## src/rtl/ibuf_row_feeder.sv

```systemverilog
// Input-buffer row feeder: streams strided SRAM rows onto the skew-stage row bus,
// then flushes the downstream pipeline with ARRAY+2 zero cycles before signalling done.
module ibuf_row_feeder #(
  parameter int DATA_WIDTH     = 8,
  parameter int ARRAY          = 32,
  parameter int MEM_DATA_WIDTH = DATA_WIDTH * ARRAY,
  parameter int ADDR_WIDTH     = 10,
  parameter int CNT_WIDTH      = 10
) (
  input  logic                      clk,
  input  logic                      resetn,
  input  logic                      start,
  input  logic [ADDR_WIDTH-1:0]     base_addr,
  input  logic [CNT_WIDTH-1:0]      num_rows,
  input  logic [ADDR_WIDTH-1:0]     stride,
  output logic                      busy,
  output logic                      done,
  output logic                      mem_rd_req,
  output logic [ADDR_WIDTH-1:0]     mem_rd_addr,
  input  logic [MEM_DATA_WIDTH-1:0] mem_rd_data,
  output logic [MEM_DATA_WIDTH-1:0] data_out,
  output logic                      data_out_valid
);

  localparam int DRAIN_LEN = ARRAY + 2;
  localparam int DRAIN_W   = $clog2(DRAIN_LEN + 1);
  localparam logic [DRAIN_W-1:0] DRAIN_LAST = DRAIN_W'(DRAIN_LEN - 1);

  typedef enum logic [1:0] {
    IDLE  = 2'd0,
    READ  = 2'd1,
    DRAIN = 2'd2,
    DONE  = 2'd3
  } state_t;

  state_t                  state_r, state_s;
  logic [CNT_WIDTH-1:0]    row_cnt_r, row_cnt_s;
  logic [CNT_WIDTH-1:0]    num_rows_r, num_rows_s;
  logic [ADDR_WIDTH-1:0]   stride_r, stride_s;
  logic [ADDR_WIDTH-1:0]   addr_s;
  logic [DRAIN_W-1:0]      drain_cnt_r, drain_cnt_s;
  logic                    req_s;
  logic                    busy_s;
  logic                    done_s;
  logic                    rd_pending_r;

  // Next-state and next-output decode; row_cnt_r indexes the request currently on the bus.
  always_comb begin
    state_s     = state_r;
    row_cnt_s   = row_cnt_r;
    num_rows_s  = num_rows_r;
    stride_s    = stride_r;
    drain_cnt_s = drain_cnt_r;
    addr_s      = {ADDR_WIDTH{1'b0}};
    req_s       = 1'b0;

    case (state_r)
      IDLE: begin
        if (start) begin
          num_rows_s  = num_rows;
          stride_s    = stride;
          row_cnt_s   = {CNT_WIDTH{1'b0}};
          drain_cnt_s = {DRAIN_W{1'b0}};
          if (num_rows != {CNT_WIDTH{1'b0}}) begin
            state_s = READ;
            req_s   = 1'b1;
            addr_s  = base_addr;
          end else begin
            state_s = DONE;
          end
        end else begin
          state_s = IDLE;
        end
      end

      READ: begin
        if (row_cnt_r == (num_rows_r - CNT_WIDTH'(1))) begin
          state_s     = DRAIN;
          drain_cnt_s = {DRAIN_W{1'b0}};
        end else begin
          row_cnt_s = row_cnt_r + CNT_WIDTH'(1);
          req_s     = 1'b1;
          // Address arithmetic wraps modulo 2^ADDR_WIDTH by truncation.
          addr_s    = mem_rd_addr + stride_r;
        end
      end

      DRAIN: begin
        if (drain_cnt_r == DRAIN_LAST) begin
          state_s = DONE;
        end else begin
          drain_cnt_s = drain_cnt_r + DRAIN_W'(1);
        end
      end

      DONE: begin
        state_s = IDLE;
      end

      default: begin
        state_s = IDLE;
      end
    endcase

    busy_s = (state_s != IDLE);
    done_s = (state_s == DONE);
  end

  // Control state and registered command/status outputs.
  always_ff @(posedge clk) begin
    if (!resetn) begin
      state_r     <= IDLE;
      row_cnt_r   <= {CNT_WIDTH{1'b0}};
      num_rows_r  <= {CNT_WIDTH{1'b0}};
      stride_r    <= {ADDR_WIDTH{1'b0}};
      drain_cnt_r <= {DRAIN_W{1'b0}};
      busy        <= 1'b0;
      done        <= 1'b0;
      mem_rd_req  <= 1'b0;
      mem_rd_addr <= {ADDR_WIDTH{1'b0}};
    end else begin
      state_r     <= state_s;
      row_cnt_r   <= row_cnt_s;
      num_rows_r  <= num_rows_s;
      stride_r    <= stride_s;
      drain_cnt_r <= drain_cnt_s;
      busy        <= busy_s;
      done        <= done_s;
      mem_rd_req  <= req_s;
      mem_rd_addr <= addr_s;
    end
  end

  // Read-return pipeline: capture SRAM data one cycle after each request, zero otherwise.
  always_ff @(posedge clk) begin
    if (!resetn) begin
      rd_pending_r   <= 1'b0;
      data_out       <= {MEM_DATA_WIDTH{1'b0}};
      data_out_valid <= 1'b0;
    end else begin
      rd_pending_r <= mem_rd_req;
      if (rd_pending_r) begin
        data_out       <= mem_rd_data;
        data_out_valid <= 1'b1;
      end else begin
        data_out       <= {MEM_DATA_WIDTH{1'b0}};
        data_out_valid <= 1'b0;
      end
    end
  end

endmodule

```

## config.mk

```make
export PLATFORM = sky130hd
export DESIGN_NAME = ibuf_row_feeder
export DESIGN_NICKNAME = d
export VERILOG_FILES = /design/src/rtl/ibuf_row_feeder.sv
export SDC_FILE = /design/constraint.sdc
export NUM_CORES = 1
export LEC_CHECK = 0
export CAP_MARGIN = 10
export CORE_AREA = 2 2 220 222
export CTS_BUF_LIST = sky130_fd_sc_hd__clkbuf_8
export DETAILED_ROUTE_END_ITERATION = 10
export DIE_AREA = 0 0 222 224
export PLACE_DENSITY_LB_ADDON = 0.1
export SYNTH_ARGS = -nofsm -noshare
export SYNTH_HDL_FRONTEND = slang
export SYNTH_SLANG_ARGS = --single-unit
export TNS_END_PERCENT = 100
```

## constraint.sdc

```tcl
create_clock -name clk -period 2.8 [get_ports clk]
set_clock_uncertainty 0.1 [all_clocks]
set_input_delay 0.56 -clock clk [delete_from_list [all_inputs] [get_ports clk]]
set_output_delay 0.56 -clock clk [all_outputs]
set_load 0.02 [all_outputs]
```

==> results.yml <==
run_status:
  outcome: "completed"
floorplanning:
  start_util_pct: 20.8
  die_h_um: 224
  dieArea_um2: 49700
  io_pins: 559
  die_w_um: 222
  rows: 80
  core_area_um2: 47300
synth:
  synth_area_um2: 9870
  ys_types: 57
  synth_seq_area_share_pct: 62.7
  syn_avg_cell_area_um2: 10.7
  synth_common_cells: "dfxtp_1, and3_1, clkbuf_1"
  synthFlopType: "dfxtp_1"
  synth_enable_flop_cells: 0
  synth.top_cell.area_share_pct: 62.7
  ys_ff_latch: 309
  async_reset_ff_share_pct: 0
  syn_inst: 924
  yosysWarnings: 0
  syn-num-nets: 1227
  yosysTopAreaCell: "dfxtp_1"
  yosysMostFrequentCell: "dfxtp_1"
  yosys-top-cells-area: "dfxtp_1, and3_1, clkbuf_1"
pwr:
  ir_drop_v: 0.000262
  leakage_nw: 7.57
  combPwrFrac_pct: 11.8
  switchingPower_mw: 2.48
  swShare_pct: 24.9
  seq_power_share_pct: 45.8
  internal_power_mw: 7.51
  clkPwrFrac_pct: 42.4
  power_density_nw_per_um2: 574
clock_network:
  path_clk_slew_ns: 0.06
  insertion_delay_ns: 0.61
  clock_path_buffers: 3
  clock-sinks: 309
  cts_tree: "done"
  root_buffer: "clkbuf_8"
  cts_buffers: 56
  ctsHtreeMaxLevel: 2
critical_path:
  start_kind: "flip-flop"
  crit_required_ns: 3.18
  slowest_delay_ns: 0.45
  cp-end-kind: "flip-flop"
  cp_max_fo: 12
  cp_cell_sequence: "inv_2 > ha_4 > or4b_4 > or4_1 > and3_4 > a211oi_4 > buf_4 > a21oi_4 > buf_12 > a22oi_1 > nor2_1"
  arrival_ns: 3.12
  cp_slowest_cell: "or4b_4"
  crit_type: "reg2reg"
sta:
  clock.fmax_ghz: 0.365
  finalSetupTns_ns: 0
  relSlewSlack_pct: 44.5
  rsz0062_at_grt: "yes"
  finalCritPeriodShare_pct: 98.0
  tightest_slew_ns: 0.830
  setup_viol: 0
  fin_crit_ns: 2.74
  hold_violations: 0
  drv_slew: 0
hold_path:
  min_path_type: "in2reg"
routing:
  num_vias: 8890
  drcViolationCount: 0
  antenna_left: 0
  drt-total-wl_mm: 42.3
  routedWlPerCell_um: 19.7
  drtPass1Iterations: 4
  via_per_inst: 4.13
  drt_iter0_markers: 331
global_routing:
  grt_usage_pct: 16.2
  grt_start_max_net_pins: 138
  overflow: 0
  grt_first_pass_wirelength_mm: 59.8
  grt_pass1_vias: 8786
  antenna_found_initial: 5
cells_and_area:
  area_growth_pct: 76.5
  drive_gt1_share_pct: 8.68
  layout.nets: 1795
  finalNonFillerCells: 2154
placed_design:
  place_inst: 2048
  dp_hpwl_mm: 32.0
  numPortBuffers: 558
  gp_congestion: 0.801
job:
  maxCapViolations: 0
worst paths after layout:
kind	startpoint	to	slack [ns]	cells after the start
min reg2reg	mem_rd_req	rd_pending_r	0.36	1
max reg2reg	num_rows_r[1]	mem_rd_addr[0]	0.06	11
max	num_rows_r[1]	mem_rd_addr[0]	0.06	11
min	resetn	row_cnt_r[9]	0.13	2
repair_timing:
action | CTS | global route
endpoints found under the setup margin | 4 | 26
hold buffers | 0 | 0
gates resized for setup | 3 | 9
setup buffers | 0 | 1
metrics by stage:
step	power, mW	setup WS (ns)	hold WS, ns	cell area [um2]	util, %
finish	9.99	0.0569	0.132	17400	36.8
global route	10.5	-0.0456	0.0692	17400	36.8
CTS	10.2	0.000248	0.0489	17400	36.7
detailed placement	5.86	-0.0171	0.346	16200	34.3
global placement	5.85	0.0136	0.353	16200	34.3
floorplan	5.10	0.0321	0.340	9890	-
critical path: cells and delay by family, from the launching register on:
kind            cells  cell delay [ns]
compound gates      3             0.54
flops               1             0.32
fa+ha+maj           1             0.12
simple gates        4             1.11
buf+inv             3             0.42
power by group through the flow:
stage | combinational (mW) | clock [mW] | sequential [mW]
6_report | 1.18 | 4.24 | 4.58
5_1_grt | 1.27 | 4.64 | 4.59
4_1_cts | 1.19 | 4.44 | 4.58
3_5_place_dp | 1.18 | 0 | 4.67
3_3_place_gp | 1.18 | 0 | 4.67
2_1_floorplan | 0.331 | 0 | 4.77
state kept, by name, indices dropped and copies added (netlist names), 2 cells and up:
| name | count |
|---|---|
| num_rows_r | 10 |
| data_out | 256 |
| stride_r | 10 |
| state_r | 2 |
| row_cnt_r | 10 |
| mem_rd_addr | 10 |
| drain_cnt_r | 6 |
per-layer routing:
| layer | GRT usage (%) | routed length, um | vias up |
|---|---|---|---|
| met2 | 29.8 | 22400 | 307 |
| met5 | 0 | 0 | - |
| met1 | 17.0 | 15700 | 4157 |
| li1 | - | - | 4358 |
| met4 | 5.65 | 1010 | 0 |
| met3 | 5.98 | 3270 | 68 |
kinds of logic (layout without fill, tap and decap cells):
group / Yosys count / after routing / synth area share [%]
xor gates and xnor gates: 17 / 17 / 1.51
and+or+nand+nor: 409 / 409 / 24.1
AOI/OAI and AO/OA: 84 / 84 / 5.93
DFF: 309 / 309 / 62.7
other: 0 / 6 / 0
muxes: 7 / 7 / 0.710
adders and majority gates: 14 / 14 / 1.85
buffers and inverters: 84 / 693 / 3.20
layout by cell type, fill, tap and decap left out, types with 7 or more instances in the layout:
cell type        netlist  final
dfxtp_1              309    307
nand2_1               58     58
nand3_1               11     11
a21oi_1               33     33
clkdlybuf4s50_1        0    557
nor3_1                10     10
clkinv_2               0      7
mux2i_1                7      7
and3_1               261    260
nor2_1                24     23
a22oi_1                7      7
xor2_1                 8      8
buf_4                  0     21
ha_1                  13     12
inv_1                  9     24
clkbuf_8               0     73
xnor2_1                9      9
cell type report:
cell class                      count  area (um2)
Antenna cell                        6        15.0
Clock buffer                       73        1000
Clock inverter                     26         118
Fill cell                        4850       29900
Inverter                            9        33.8
Multi-Input combinational cell    531        3420
Sequential cell                   309        6190
Tap cell                          615         769
Timing Repair Buffer              585        5860
No activity file was read; power rests on OpenSTA's default activity.
